### src/rtl/uart_ctrl_pkg.sv
// Shared definitions for the UART transmit-sharing controller.
package uart_ctrl_pkg;

    // Controller FSM states; the encodings are fixed by the existing codebase.
    typedef enum logic [1:0] {
        ST_IDLE       = 2'd0,
        ST_WAIT_START = 2'd1,
        ST_WAIT_DONE  = 2'd2,
        ST_CONFIG     = 2'd3
    } state_t;

    // Largest supported number of requesters.
    localparam int unsigned NUM_REQ_MAX = 8;

    // Default number of cycles to wait for the core to report busy.
    localparam int unsigned START_TIMEOUT_DEFAULT = 3;

    // Index following idx in a ring of n entries.
    function automatic int unsigned wrap_inc(input int unsigned idx, input int unsigned n);
        return (idx + 1) % n;
    endfunction

endpackage

### src/rtl/rr_arbiter.sv
// Combinational one-hot priority pick, searching upward from a start index
// and wrapping around the request vector.
module rr_arbiter #(
    parameter int unsigned N = 4
) (
    input  logic [N-1:0]               req,
    input  logic [$clog2(N)-1:0]       start,
    output logic [N-1:0]               grant,
    output logic [$clog2(N)-1:0]       grant_idx,
    output logic                       found
);

    localparam int unsigned IW = $clog2(N);

    logic [IW-1:0] idx;

    // First requester at or after start (modulo N) wins.
    always_comb begin
        grant     = '0;
        grant_idx = '0;
        found     = 1'b0;
        idx       = '0;
        for (int unsigned k = 0; k < N; k++) begin
            idx = IW'((32'(start) + k) % N);
            if (!found && req[idx]) begin
                grant[idx] = 1'b1;
                grant_idx  = idx;
                found      = 1'b1;
            end
        end
    end

endmodule

### src/rtl/uart_ctrl.sv
// Shares one UART transmitter between NUM_REQ byte-stream requesters with
// round-robin arbitration and per-packet locking, and sequences clock
// divider updates so they reach the core only while it is fully idle.
module uart_ctrl
    import uart_ctrl_pkg::*;
#(
    parameter int unsigned NUM_REQ       = 4,
    parameter int unsigned START_TIMEOUT = START_TIMEOUT_DEFAULT
) (
    input  logic                   clk,
    input  logic                   rst,
    input  logic [NUM_REQ-1:0]     req_valid,
    input  logic [8*NUM_REQ-1:0]   req_byte,
    input  logic [NUM_REQ-1:0]     req_last,
    output logic [NUM_REQ-1:0]     req_ready,
    input  logic                   cfg_set,
    input  logic [31:0]            cfg_clock_div,
    output logic                   cfg_pending,
    output logic                   cfg_done,
    output logic                   tx_error,
    output logic                   uart_transmit,
    output logic [7:0]             uart_tx_byte,
    input  logic                   uart_is_transmitting,
    input  logic                   uart_is_receiving,
    output logic                   uart_set_clock_div,
    output logic [31:0]            uart_user_clock_div
);

    localparam int unsigned IW = $clog2(NUM_REQ);
    localparam int unsigned CW = $clog2(START_TIMEOUT + 1);

    state_t               state_q, state_d;

    logic [IW-1:0]        owner_q;
    logic [IW-1:0]        last_owner_q;
    logic                 lock_q;
    logic [7:0]           byte_q;
    logic                 last_q;
    logic [CW-1:0]        timer_q;
    logic                 pending_q;
    logic [31:0]          div_q;
    logic [NUM_REQ-1:0]   ready_q;
    logic                 transmit_q;
    logic                 error_q;

    logic [NUM_REQ-1:0]   owner_onehot;
    logic [NUM_REQ-1:0]   arb_req;
    logic [IW-1:0]        arb_start;
    logic [NUM_REQ-1:0]   arb_grant;
    logic [IW-1:0]        arb_idx;
    logic                 arb_found;

    logic                 grant_fire;
    logic                 timeout_fire;
    logic                 done_fire;
    logic                 config_fire;

    // While a packet is locked only its owner may be picked.
    always_comb begin
        owner_onehot          = '0;
        owner_onehot[owner_q] = 1'b1;
        if (lock_q) begin
            arb_req   = req_valid & owner_onehot;
            arb_start = owner_q;
        end else begin
            arb_req   = req_valid;
            arb_start = IW'(wrap_inc(32'(last_owner_q), NUM_REQ));
        end
    end

    rr_arbiter #(
        .N(NUM_REQ)
    ) u_arb (
        .req       (arb_req),
        .start     (arb_start),
        .grant     (arb_grant),
        .grant_idx (arb_idx),
        .found     (arb_found)
    );

    // State register.
    always_ff @(posedge clk) begin
        if (rst) begin
            state_q <= ST_IDLE;
        end else begin
            state_q <= state_d;
        end
    end

    // Next-state decode; config update wins over new grants when unlocked.
    always_comb begin
        state_d      = state_q;
        grant_fire   = 1'b0;
        timeout_fire = 1'b0;
        done_fire    = 1'b0;
        config_fire  = 1'b0;
        case (state_q)
            ST_IDLE: begin
                if (!lock_q && pending_q && !uart_is_transmitting && !uart_is_receiving) begin
                    state_d = ST_CONFIG;
                end else if (arb_found) begin
                    grant_fire = 1'b1;
                    state_d    = ST_WAIT_START;
                end
            end
            ST_WAIT_START: begin
                if (uart_is_transmitting) begin
                    state_d = ST_WAIT_DONE;
                end else if (timer_q == CW'(START_TIMEOUT - 1)) begin
                    timeout_fire = 1'b1;
                    state_d      = ST_IDLE;
                end
            end
            ST_WAIT_DONE: begin
                if (!uart_is_transmitting) begin
                    done_fire = 1'b1;
                    state_d   = ST_IDLE;
                end
            end
            ST_CONFIG: begin
                config_fire = 1'b1;
                state_d     = ST_IDLE;
            end
            default: state_d = ST_IDLE;
        endcase
    end

    // Grant bookkeeping: latch the winner's byte and emit the one-cycle pulses.
    always_ff @(posedge clk) begin
        if (rst) begin
            ready_q    <= '0;
            transmit_q <= 1'b0;
            byte_q     <= '0;
            last_q     <= 1'b0;
            owner_q    <= '0;
        end else begin
            ready_q    <= '0;
            transmit_q <= 1'b0;
            if (grant_fire) begin
                ready_q    <= arb_grant;
                transmit_q <= 1'b1;
                byte_q     <= req_byte[{arb_idx, 3'b000} +: 8];
                last_q     <= req_last[arb_idx];
                owner_q    <= arb_idx;
            end
        end
    end

    // Start timeout: counts idle-core cycles spent in ST_WAIT_START.
    always_ff @(posedge clk) begin
        if (rst) begin
            timer_q <= '0;
            error_q <= 1'b0;
        end else begin
            error_q <= timeout_fire;
            if (grant_fire) begin
                timer_q <= '0;
            end else if (state_q == ST_WAIT_START && !uart_is_transmitting) begin
                timer_q <= timer_q + 1'b1;
            end
        end
    end

    // Packet lock and round-robin history.
    always_ff @(posedge clk) begin
        if (rst) begin
            lock_q       <= 1'b0;
            last_owner_q <= IW'(NUM_REQ - 1);
        end else begin
            if (grant_fire && !req_last[arb_idx]) begin
                lock_q <= 1'b1;
            end
            if (timeout_fire) begin
                lock_q <= 1'b0;
            end
            if (done_fire) begin
                last_owner_q <= owner_q;
                if (last_q) begin
                    lock_q <= 1'b0;
                end
            end
        end
    end

    // Divider latch; a new cfg_set during ST_CONFIG stays pending for another pass.
    always_ff @(posedge clk) begin
        if (rst) begin
            pending_q <= 1'b0;
            div_q     <= '0;
        end else begin
            if (cfg_set) begin
                div_q     <= cfg_clock_div;
                pending_q <= 1'b1;
            end else if (config_fire) begin
                pending_q <= 1'b0;
            end
        end
    end

    assign req_ready           = ready_q;
    assign uart_transmit       = transmit_q;
    assign uart_tx_byte        = transmit_q ? byte_q : '0;
    assign tx_error            = error_q;
    assign cfg_pending         = pending_q;
    assign cfg_done            = config_fire;
    assign uart_set_clock_div  = config_fire;
    assign uart_user_clock_div = div_q;

endmodule
### config.mk
export PLATFORM = sky130hd
export DESIGN_NAME = uart_ctrl
export DESIGN_NICKNAME = d
export VERILOG_FILES = /design/src/rtl/uart_ctrl_pkg.sv /design/src/rtl/rr_arbiter.sv /design/src/rtl/uart_ctrl.sv
export SDC_FILE = /design/constraint.sdc
export NUM_CORES = 1
export LEC_CHECK = 0
export ABC_CLOCK_PERIOD_IN_PS = 3800
export BUFFER_PORTS_ARGS = -buffer_cell sky130_fd_sc_hd__buf_4
export CORE_MARGIN = 2
export CORE_UTILIZATION = 40
export DETAILED_ROUTE_END_ITERATION = 8
export GPL_TIMING_DRIVEN = 0
export PLACE_DENSITY = 0.69
export SLEW_MARGIN = 25
export SYNTH_ARGS = -nofsm -noshare
export SYNTH_HDL_FRONTEND = slang
export SYNTH_SLANG_ARGS = --single-unit
### constraint.sdc
create_clock -name clk -period 3.8 [get_ports clk]
set_clock_uncertainty 0.05 [all_clocks]
set_input_delay 0.38 -clock clk [delete_from_list [all_inputs] [get_ports clk]]
set_output_delay 0.38 -clock clk [all_outputs]
set_load 0.01 [all_outputs]
# == After elaboration in Yosys (flattened, before gate mapping) ==
# Cells that the tools add are included.
# totals
input_bits,77
word_cells,123
regBits,57
out_inout_bits,49
# classes
n_addsub,5
shifts,1
n_eq_ne,7
n_lt_le_gt_ge,11
n_reduce_logical,25
n_bitwise,5
n_mux,57
# op_table
op,count
$shiftx A32 B6 Y8,1
$mux W1,30
$mux W2,10
$mux W4,5
$lt A2 B3 Y1 const B,6
$logic_and A1 B1 Y1,13
$or A4 B4 Y4,3
$bmux W1 S2,5
$demux W1 S2,5
$ge A2 B1 Y1 const B,5
$mux W8,1
$pmux W2 S4,1
$logic_not A1 Y1,7
$add A2 B1 Y2 const B,3
$eq A2 B2 Y1 const B,3
$ne A3 B3 Y1 const B,2
$add A2 B2 Y2 const B,2
$and A4 B4 Y4,1
$reduce_or A2 Y1,2
$reduce_and A3 Y1,1
$eq A2 B1 Y1 const B,1
$logic_not A2 Y1,1
$ne A2 B2 Y1 const B,1
$reduce_bool A2 Y1,1
$not A1 Y1,1

# == Depth between registers and ports, before layout ==
# logic_depth
ltp_word,26
depth_mapped,13
mapped_depth_nobuf,11

# == By module ==
# Synthesis repeated with hierarchy kept, for this count alone.
# hier_totals
hier_cells,291
hier_area_um2,2891.5
# modules_own_cells
module,instances,area_each_um2,cells_per_inst,seq_area_each_um2
uart_ctrl,1,2468.6,246,1141.1
rr_arbiter,1,422.9,45,0.0

# == Worst setup path before layout ==
# OpenSTA, ideal clock, no wires.
# synth_timing
kind,reg2reg
from,register lock_q
to,register lock_q
path_buffers,1
period_less_slack_ns,3.176
path_slack_ns,0.624
arrival_time_ns,3.022
setup_ns,0.103
t_required_ns,3.647
stages_incl_launch_ff,12
path_cell_list,dfxtp_1 > buf_6 > inv_1 > mux2_2 > ha_1 > or2_2 > o22ai_4 > nor3_4 > a221oi_2 > nor2_1 > mux4_2 > a2111oi_2
# synth_between
elab_chain_cells,21
elab_cells_between_ends,42
classes_between,add/sub (3); mux (27); reduce/logical (12)
# synth_lines
item,line,text
"start, declared",uart_ctrl.sv:36,logic lock_q;
"start signal, assigned",uart_ctrl.sv:167,lock_q <= 1'b0;
"start signal, assigned",uart_ctrl.sv:171,lock_q <= 1'b1;
"start signal, assigned",uart_ctrl.sv:174,lock_q <= 1'b0;
branches (longest 17 deep; another with $add A2 B1 Y2),-,
$mux W1 *,uart_ctrl.sv:170,if (grant_fire && !req_last[arb_idx]) begin
$mux W1 *,uart_ctrl.sv:173,if (timeout_fire) begin
$mux W1,uart_ctrl.sv:178,if (last_q) begin
$mux W1 *,uart_ctrl.sv:176,if (done_fire) begin
# Every way passes the cells marked *. The select of a mux whose other input is x is not followed.
# A chain may end at the register's enable or synchronous reset.

# == Worst setup path in the final report ==
# Ends and elaborated chain as after synthesis.

==> impl_metrics.json <==
{
  "hpwl_um": 5830,
  "die_y_um": 88.7,
  "tns_ns": 0,
  "grt_pass1_vias": 2556,
  "async_reset_ff_share_pct": 0,
  "tightestPinTransition_ns": 0.740,
  "cts-hold-fix-buffers": 0,
  "hold_viol_final": 0,
  "cts_resized": 0,
  "grt_util_all_layers_pct": 19.1,
  "gp_congestion": 0.828,
  "max_stage_delay_ns": 0.43,
  "rrSetupSlack_ns": 0.30,
  "reg2reg_to": "lock_q",
  "min_path_type": "primary input to flop",
  "finalPower_mw": 2.65,
  "post_cts_buffers": 0,
  "r2r_cells": 11,
  "drc": 0,
  "cts.path.max_buffers": 2,
  "post-route-period-util_pct": 92.0,
  "dieWidth_um": 88.7,
  "clk_pin_slew_ns": 0.07,
  "wl_um": 7510,
  "dr.pass1.iters": 4,
  "r2r-start": "lock_q",
  "cap_violations": 0,
  "portBuffers": 123,
  "min_path_cells": 3,
  "rsz0062_at_grt": "no",
  "synth_top_flop_cell": "dfxtp_1",
  "critPathMaxFanout": 10,
  "end_kind": "flop",
  "ant_nets": 0,
  "rows": 30,
  "critPathBufInv": 2,
  "grt.overflow.total": 0,
  "die_area_um2": 7880,
  "ios": 126,
  "ys_warn_count": 0,
  "power_density_nw_per_um2": 638,
  "fin_nets": 526,
  "diodes": 0,
  "setup_viol": 0,
  "mappedNetlistArea_um2": 2870,
  "report.final.slew_viol_count": 0,
  "syn_inst": 310,
  "areaGrowthSynthToFinish_pct": 44.6,
  "seq_area_frac_synth_pct": 39.7,
  "fin_ws_ns": 0.303,
  "arrival_ns": 3.68,
  "clock_tree.root_cell": "clkbuf_8",
  "worstHoldEndpoint": "uart_user_clock_div[6]",
  "cts_tree": "yes",
  "ys_types": 54,
  "start_util_pct": 41.8,
  "insertion_delay_ns": 0.33,
  "synth_edf_count": 0,
  "grt_max_degree": 12,
  "worstHoldStart": "cfg_clock_div[6]",
  "critical_path.top_delay_family": "compound AO/OA/AOI/OAI gates",
  "htree_levels": 3,
  "syn_avg_cell_area_um2": 9.27,
  "status": "complete, no violations",
  "period_minus_slack_ns": 3.50,
  "place_ws_ns": 0.190,
  "p_leak_nw": 1.93,
  "cp_slowest_cell": "a221oi_4",
  "avgViaCountPerCell": 5.00,
  "wire_per_inst_um": 13.8,
  "drtIter0Drc": 151,
  "startpoint_type": "flop",
  "coreArea_um2": 6870,
  "ys_seq_elements": 57,
  "final_layout_size_suffix_gt1_share_pct": 35.4,
  "antenna_found_initial": 0,
  "syn_nets": 392,
  "crit_type": "flop to flop",
  "required_ns": 3.98,
  "fmaxAchievable_mhz": 286,
  "crit_chain": "buf_6 > inv_1 > mux2_2 > ha_1 > or2_2 > o22ai_4 > nor3_4 > a221oi_4 > nor2_1 > mux4_2 > a2111oi_2",
  "dr_total_vias": 2724,
  "grt_pass1_wl_um": 11600,
  "slew_headroom_pct": 50.6,
  "cts_made_buffers": 9,
  "clkSinkCount": 57,
  "irDropWorstVdd_mv": 0.348
}
[Yosys cell counts (2+ instances only)]
cell type / n / share of area, %
nand2_1: 8 / 1.0
a222oi_1: 4 / 1.4
clkbuf_1: 13 / 1.7
a311oi_1: 2 / 0.61
nand3_1: 32 / 5.6
o22ai_2: 2 / 0.87
ha_1: 5 / 2.2
a32o_1: 8 / 2.8
a21oi_1: 7 / 1.2
nor2_1: 44 / 5.7
nor2b_1: 3 / 0.65
nand3b_1: 2 / 0.52
dfxtp_1: 57 / 40
a211o_1: 2 / 0.61
nor3_1: 3 / 0.52
inv_1: 10 / 1.3
nand2b_1: 3 / 0.65
and2_1: 10 / 2.2
o21ai_0: 16 / 2.8
buf_6: 3 / 1.2
nor3b_1: 3 / 0.78
a22o_1: 2 / 0.61
mux2i_1: 39 / 14
a2111oi_0: 2 / 0.61
[cells in the final DEF (no fill, tap or decap), drive strengths merged, types with 8 or more instances in the layout]
master  Yosys  routed
mux2i      40      40
clkbuf     13      23
inv        11      12
nand3      32      32
buf         6     129
nand2       8       8
dfxtp      57      57
and2       10      10
a32o        8       8
o21ai      17      17
nor2       44      44
[report_power, final]
| group | switching (mW) | total [mW] | internal (mW) | leakage, nW |
|---|---|---|---|---|
| sequential | 0.0745 | 0.777 | 0.703 | 0.470 |
| clock | 0.260 | 0.649 | 0.389 | 0.113 |
| combinational | 0.678 | 1.23 | 0.548 | 1.34 |
[flip-flops by register name, indices dropped and copies added, names as in the netlist]
signal	cells
cfg_pending	1
last_q	1
byte_q	8
tx_error	1
last_owner_q	2
state_q	2
timer_q	2
lock_q	1
owner_q	2
uart_user_clock_div	32
uart_transmit	1
req_ready	4
[logic make-up (layout without fill, tap and decap cells)]
| logic type | after synthesis | count (layout) | share of synthesized area, % |
|---|---|---|---|
| AOI/OAI and AO/OA | 58 | 58 | 16.8 |
| adders and majority gates | 6 | 6 | 2.53 |
| muxes | 44 | 44 | 16.2 |
| xor gates and xnor gates | 2 | 2 | 0.610 |
| and+or+nand+nor | 113 | 113 | 19.3 |
| DFF | 57 | 57 | 39.7 |
| buffers and inverters | 30 | 169 | 4.88 |
[worst max path at each step]
stage / start / end / cells after the start / slack (ns)
final: lock_q / lock_q / 11 / 0.30
after global routing: lock_q / lock_q / 11 / 0.11
after global placement: lock_q / lock_q / 11 / 0.27
after CTS: lock_q / lock_q / 11 / 0.17
after detailed placement: lock_q / lock_q / 11 / 0.19
after floorplan: lock_q / lock_q / 11 / 0.62
[layer usage]
| layer | vias up | share of wire [%] | track usage (%) |
|---|---|---|---|
| met3 | 6 | 7.7 | 7.37 |
| met1 | 1241 | 43 | 23.3 |
| met2 | 86 | 49 | 30.8 |
| met4 | 0 | 0.93 | 6.89 |
| li1 | 1391 | - | - |
| met5 | - | 0 | 0 |
[stage by stage]
stage	std cells	cell area, um^2	util, %	hold slack (ns)
2_1_floorplan	310	2870	-	0.384
3_3_place_gp	529	3920	57.0	0.390
3_5_place_dp	529	3920	57.0	0.397
4_1_cts	545	4140	60.3	0.214
5_1_grt	545	4160	60.5	0.213
6_report	545	4160	60.5	0.228
[final cells by class]
cell class	instances	area, um^2
inverter	11	41.3
buffer	19	98.8
timing repair buffer	123	923
clock inverter	6	90.1
tap	96	120
multi-input combinational	223	1600
clock buffer	10	138
sequential	57	1140
fill	648	2710
[tightest hold or removal path, cell delays in order]
cell and delay (ns):
buf_4 0.08, mux2i_1 0.05, nor2_1 0.07
(Power assumes the default switching activity.)
